<file path="src/rtl/dcache_req_arbiter.sv">
// Round-robin arbiter sharing one data-cache request/response port between NUM_REQ requesters.
// Tracks the single in-flight access and steers the cache response back to its owner.
//
// state | meaning
// FREE  | no access in flight; responses arriving now are orphans
// BUSY  | one access in flight, owned by owner_r
module dcache_req_arbiter #(
  parameter int NUM_REQ     = 2,
  parameter int WORD_SIZE   = 32,
  parameter int ADDR_LENGTH = 32
) (
  input  logic                           clk,
  input  logic                           rst,
  input  logic [NUM_REQ-1:0]             s_req_valid,
  input  logic [NUM_REQ*ADDR_LENGTH-1:0] s_req_addr,
  input  logic [NUM_REQ*WORD_SIZE-1:0]   s_req_wdata,
  input  logic [NUM_REQ-1:0]             s_req_write,
  input  logic [NUM_REQ*3-1:0]           s_req_size,
  output logic [NUM_REQ-1:0]             s_req_ready,
  output logic [NUM_REQ-1:0]             s_resp_valid,
  output logic [WORD_SIZE-1:0]           s_resp_rdata,
  output logic                           m_req_valid,
  output logic [ADDR_LENGTH-1:0]         m_req_addr,
  output logic [WORD_SIZE-1:0]           m_req_wdata,
  output logic                           m_req_write,
  output logic [2:0]                     m_req_size,
  input  logic                           m_req_ready,
  input  logic                           m_resp_valid,
  input  logic [WORD_SIZE-1:0]           m_resp_rdata,
  output logic                           busy,
  output logic [$clog2(NUM_REQ)-1:0]     owner,
  output logic                           resp_orphan
);

  localparam int IDX_W = $clog2(NUM_REQ);

  typedef enum logic {FREE = 1'b0, BUSY = 1'b1} state_t;

  state_t           state_r, state_nxt;
  logic [IDX_W-1:0] last_grant_r, owner_r, sel;
  logic             any_valid, accept, complete;

  // First valid index strictly after the last grant, wrapping.
  always_comb begin
    sel       = '0;
    any_valid = 1'b0;
    for (int k = 1; k <= NUM_REQ; k++) begin
      if (!any_valid && s_req_valid[(int'(last_grant_r) + k) % NUM_REQ]) begin
        any_valid = 1'b1;
        sel       = IDX_W'((int'(last_grant_r) + k) % NUM_REQ);
      end
    end
  end

  always_comb begin
    m_req_addr  = '0;
    m_req_wdata = '0;
    m_req_write = 1'b0;
    m_req_size  = '0;
    s_req_ready = '0;
    for (int i = 0; i < NUM_REQ; i++) begin
      if (any_valid && sel == IDX_W'(i)) begin
        m_req_addr     = s_req_addr[i*ADDR_LENGTH +: ADDR_LENGTH];
        m_req_wdata    = s_req_wdata[i*WORD_SIZE +: WORD_SIZE];
        m_req_write    = s_req_write[i];
        m_req_size     = s_req_size[i*3 +: 3];
        s_req_ready[i] = m_req_ready;
      end
    end
  end

  assign m_req_valid  = any_valid;
  assign accept       = m_req_valid && m_req_ready;
  // A write miss completes when the cache goes ready again without a response.
  assign complete     = (state_r == BUSY) && (m_resp_valid || m_req_ready);
  assign s_resp_rdata = m_resp_rdata;
  assign owner        = owner_r;

  always_ff @(posedge clk or posedge rst) begin
    if (rst) begin
      state_r      <= FREE;
      last_grant_r <= IDX_W'(NUM_REQ - 1);
      owner_r      <= '0;
    end else begin
      state_r <= state_nxt;
      if (accept) begin
        last_grant_r <= sel;
        owner_r      <= sel;
      end
    end
  end

  always_comb begin
    state_nxt = state_r;
    case (state_r)
      FREE:    if (accept) state_nxt = BUSY;
      BUSY:    if (complete && !accept) state_nxt = FREE;
      default: state_nxt = FREE;
    endcase
  end

  // Response goes to the owner registered before this edge, even if a new accept lands now.
  always_comb begin
    busy         = (state_r == BUSY);
    s_resp_valid = '0;
    resp_orphan  = 1'b0;
    if (m_resp_valid) begin
      if (state_r == BUSY) begin
        for (int i = 0; i < NUM_REQ; i++) begin
          if (owner_r == IDX_W'(i)) s_resp_valid[i] = 1'b1;
        end
      end else begin
        resp_orphan = 1'b1;
      end
    end
  end

endmodule

</file>
<file path="config.mk">
export PLATFORM = sky130hd
export DESIGN_NAME = dcache_req_arbiter
export DESIGN_NICKNAME = d
export VERILOG_FILES = /design/src/rtl/dcache_req_arbiter.sv
export SDC_FILE = /design/constraint.sdc
export NUM_CORES = 1
export LEC_CHECK = 0
export CAP_MARGIN = 20
export CORE_AREA = 4 4 108 110
export DETAILED_ROUTE_END_ITERATION = 12
export DIE_AREA = 0 0 112 114
export MAX_ROUTING_LAYER = met4
export PLACE_DENSITY = 0.61
export SYNTH_ARGS = -nofsm -noshare
export SYNTH_HDL_FRONTEND = slang
export SYNTH_SLANG_ARGS = --single-unit
</file>
<file path="constraint.sdc">
create_clock -name clk -period 1.5 [get_ports clk]
set_input_delay 0.3 -clock clk [delete_from_list [all_inputs] [get_ports clk]]
set_output_delay 0.3 -clock clk [all_outputs]
set_load 0.03 [all_outputs]
</file>
Yosys cells after proc, flatten, opt, wreduce, memory -nomap -nowiden
Index checks and enable logic that the tools add are counted.
{ "word_totals": {"elab_cells": 49, "regBits": 3, "input_bits": 174, "out_inout_bits": 108} }
{ "classes": {"mux": 29, "bitwise_logic": 4, "reduce_logical": 9, "n_lt_le_gt_ge": 2, "add_sub_neg": 2} }
{ "op_table": {"columns": ["op", "count"], "rows": [
  ["2-to-1 mux 32 bit", 4],
  ["2-to-1 mux 1 bit", 20],
  ["logical AND 1 bit", 6],
  ["less-than comparator 2 x 3 -> 1 bit (second input constant)", 2],
  ["2-to-1 mux 3 bit", 2],
  ["2-to-1 mux 2 bit", 2],
  ["adder 1 bit (second input constant)", 2],
  ["bitwise AND 1 bit (first input constant)", 2],
  ["zero test 1 bit", 2],
  ["inverter 1 bit", 2],
  ["one-hot mux 1 bit (2 select lines)", 1],
  ["logical OR 1 bit", 1]
]} }

Longest topological paths before layout
{ "depth": {"ltp_word": 14, "ltp_mapped": 4, "mapped_depth_nobuf": 2} }

Least setup slack after synthesis
OpenSTA, ideal clock, no wires.
{ "synth_timing": {"path_type": "reg-to-output", "from": "register last_grant_r", "to": "output port m_req_addr[17]", "slack_ps": -102, "path_stages_with_launch": 5, "path_buffers": 2, "t_arrival_ps": 1302, "required_time_ps": 1200, "path_cell_list": "dfstp_2 nand2b_1 buf_6 buf_8 a32o_1"} }
{ "synth_between": {"elab_chain_cells": 12, "elab_cells_between_ends": 19, "cone_classes": "2 x add/sub; 12 x mux; 1 x bitwise; 4 x reduce/logical"} }
{ "synth_rtl": {"columns": ["element", "line_no", "text"], "rows": [
  ["from (decl)", "40", "logic [IDX_W-1:0] last_grant_r, owner_r, sel;"],
  ["from (signal assigned)", "82", "last_grant_r <= IDX_W'(NUM_REQ - 1);"],
  ["from (signal assigned)", "87", "last_grant_r <= sel;"],
  ["adder 1 bit", "48, 50", null],
  ["2-to-1 mux 1 bit (implied by the code) (3 in a row)", "48", "if (!any_valid && s_req_valid[(int'(last_grant_r) + k) % NUM_REQ]) begin"],
  ["2-to-1 mux 1 bit", "48", null],
  ["zero test 1 bit", "48", null],
  ["logical AND 1 bit", "48", null],
  ["2-to-1 mux 1 bit", "48", null],
  ["inverter 1 bit", "62", "if (any_valid && sel == IDX_W'(i)) begin"],
  ["logical AND 1 bit", "62", null],
  ["2-to-1 mux 32 bit", "62", null],
  ["2-to-1 mux 32 bit (*)", "62", null],
  ["to (decl)", "23", "output logic [ADDR_LENGTH-1:0] m_req_addr,"]
]} }
Mark *: on every way between the ends. The rest lies on a longest branch, timed or not. The select of a mux whose other input is x is not followed.

Worst setup path after layout
{ "layout_timing": {"from": "register last_grant_r", "to": "output port m_req_wdata[13]"} }
{ "layout_between": {"elab_chain_cells": 12, "elab_cells_between_ends": 19, "cone_classes": "2 x add/sub; 12 x mux; 1 x bitwise; 4 x reduce/logical"} }
{ "layout_rtl": {"columns": ["element", "line_no", "text"], "rows": [
  ["adder 1 bit", "48, 50", null],
  ["2-to-1 mux 1 bit (implied by the code) (3 in a row)", "48", null],
  ["2-to-1 mux 1 bit", "48", null],
  ["zero test 1 bit", "48", null],
  ["logical AND 1 bit", "48", null],
  ["2-to-1 mux 1 bit", "48", null],
  ["inverter 1 bit", "62", null],
  ["logical AND 1 bit", "62", null],
  ["2-to-1 mux 32 bit", "62", null],
  ["2-to-1 mux 32 bit (*)", "62", null],
  ["to (decl)", "24", "output logic [WORD_SIZE-1:0] m_req_wdata,"]
]} }
Marked as above.

==> run_results.csv <==
group,metric,value,unit
run,max_cap_viol_count,0,
critical_path,crit_top_cell,"buf_12",
sta,setup_ws,-0.329,ns
critical_path,cp_cell_sequence,"buf_6 -> a21boi_4 -> buf_12 -> a32o_2 -> buf_12",
cts,cts-root-buf,"clkbuf_8",
power,irDropWorstVdd,0.000306,V
placed_design,pre_cts_slack,-0.579,ns
floorplanning,initial_core_util,13.0,%
sta,slew_violations,0,
logic_synthesis,synth.distinct_cells,22,
sta,finClkSkew,0.00000404,ns
cts,cts_tree,"done",
global_routing,antenna_found_initial,0,
critical_path,cp_max_fo,37,
global_routing,grt-ovfl-total,0,
route,drt-total-wl,8080,um
sta,setup_viol,69,
power,power_frac_seq,4.7,%
sta,fin_setup_tns,-20.20,ns
critical_path,critPathSlowestCell,"dfstp_2",
critical_path,critical_path_class,"reg2out",
logic_synthesis,ys_ff_latch,3,
power,leakage,1.71,nW
sta,rsz0062_at_grt,"yes",
worst_hold_path,hold_path.class,"in2async",
global_routing,grt.total_usage,11.9,%
cts,clock_latency,0.22,ns
power,comb_power_share,85.3,%
sta,worstMarginPinSlew,0.417,ns
power,pwr-share-clk,10.1,%
global_routing,grt_pass1_vias,2195,
run_status,outcome,"finished with violations",
cells_and_area,final_common_cell,"clkdlybuf4s50_1",
placed_design,io_buffer_count,217,
logic_synthesis,ys_warn_count,0,
critical_path,cp.arrival,1.53,ns
route,via_count,2038,
cts,cts_hold_buf,0,
cells_and_area,antennaDiodeCount,0,
cells_and_area,drive_gt1_share,50.8,%
critical_path,start_kind,"register",
route,post-route-drc-count,0,
logic_synthesis,synth_seq_area_share,5.50,%
power,intPower,0.00135,W
logic_synthesis,synth_area,1390,um^2
logic_synthesis,netlist_instances,144,
sta,relSlewSlack,72.2,%
floorplanning,fp.coreArea,10700,um^2
logic_synthesis,synth.top_cell.area_share,48.6,%
power,p_switching,0.000980,W
logic_synthesis,synth_nets,318,
floorplanning,rows,38,
critical_path,worstSetupEndpointType,"output pin",
placed_design,finalWeightedCongestion,0.842,
route,antenna_left,0,
cells_and_area,syn2layout_area_growth,162,%
logic_synthesis,avgSynthCellArea,9.64,um^2
power,power.density,638,nW/um^2
logic_synthesis,yosys-top-cells-area,"a32o_2, buf_4, buf_8, a32o_1, dfrtp_1",
sta,hold_violations,0,
power,swShare,42.1,%
sta,fin_crit,1.83,ns
critical_path,critPathMaxStageDelay,0.53,ns
critical_path,path_delay_family,"flip-flops",
cts,cts-buffers-inserted,3,
route,viasPerCell,4.42,
run_status,violations,"negative setup slack",
floorplanning,fp.dieH,114,um
cts,htree_levels,1,
route,avgRoutedWirePerCell,17.5,um
route,first_pass_iters,4,
floorplanning,dieArea,12800,um^2
placed_design,dp_hpwl,6340,um
global_routing,grt_max_degree,41,
cts,clkTransAtPathRegs,0.03,ns
logic_synthesis,synth_top_cell_by_area,"a32o_2",
cts,cts_buffer_depth,2,
sta,fmax,0.547,GHz
critical_path,required,1.20,ns
sta,hold_ws,0.263,ns
sta,fin_crit_sh,122,%
cells_and_area,nets,496,
global_routing,grt_pass1_wl,12000,um
floorplanning,die_x,112,um
cts,numClockSinks,3,
route,first_iter_violations,43,
cells_and_area,final_cell_mix,"clkdlybuf4s50_1, a32o_2, buf_6",
critical_path,cp.buffers_inverters,3,
floorplanning,io_pins,282,
-- Yosys cell counts (all sizes together) --
master and count:
and3 2, clkbuf 6, a21oi 3, nand2 2, a31oi 2, nor3b 1
or2 1, a21o 1, buf 50, nor2 1, a21boi 1, dfstp 1
nand2b 1, dfrtp 2, a32o 68, inv 1, nor2b 1
-- repair_timing --
action / CTS / global route
resized for setup: 79 / 3
gates cloned: 3 / 0
setup buffers: 3 / 0
setup endpoints to repair: 73 / 71
pin swaps: 6 / 5
-- kinds of logic after synthesis --
| logic type | count (synthesis) | share of synthesized area (%) |
|---|---|---|
| AO/OA/AOI/OAI | 75 | 58.3 |
| buffers and inverters | 57 | 32.6 |
| flip-flops | 3 | 5.50 |
| AND/OR/NAND/NOR | 9 | 3.60 |
-- flip-flops by register name, indices dropped and copies added (netlist names) --
name	flops
busy	1
last_grant_r	1
owner	1
-- final cells by class --
| class | instances | area, um^2 |
|---|---|---|
| Fill cell | 1097 | 7050 |
| Timing Repair Buffer | 229 | 2460 |
| Inverter | 1 | 3.75 |
| Multi-Input combinational cell | 84 | 882 |
| Tap cell | 140 | 175 |
| Sequential cell | 3 | 76.3 |
| Clock buffer | 4 | 45.0 |
-- through the flow --
stage,utilization (%),area [um^2],total power [W],std cells
floorplan,-,1410,0.00126,144
global placement,30.3,3250,0.00184,452
detailed placement,30.3,3250,0.00185,452
CTS,34.4,3680,0.00237,462
global route,34.1,3640,0.00244,461
finish,34.1,3640,0.00233,461
-- per-layer routing --
layer	vias to the layer above	track usage (%)	share of wire (%)
met3	11	4.03	10
met1	932	12.0	35
li1	948	-	-
met2	147	22.7	54
met4	0	2.00	1.1
met5	-	-	0
-- power groups by stage --
stage | clock network (W) | logic (W) | registers, W
after floorplan | 0 | 0.00113 | 0.000125
after global placement | 0 | 0.00172 | 0.000114
after detailed placement | 0 | 0.00173 | 0.000115
after CTS | 0.000242 | 0.00202 | 0.000107
after global routing | 0.000250 | 0.00208 | 0.000110
final | 0.000235 | 0.00198 | 0.000108
-- final timing paths --
kind	startpoint	endpoint	slack, ns	cells past startpoint
min reg2reg	owner$_DFFE_PP0P_	owner$_DFFE_PP0P_	0.62	2
max	last_grant_r$_DFFE_PP1P_	m_req_wdata[13]	-0.33	5
min in group clk	m_resp_valid	busy$_DFF_PP0_	0.47	3
min	rst	busy$_DFF_PP0_	0.26	2
max reg2reg	last_grant_r$_DFFE_PP1P_	owner$_DFFE_PP0P_	0.37	3
max in group asynchronous	rst	last_grant_r$_DFFE_PP1P_	1.02	2
Power figures use the tool's default switching activity.
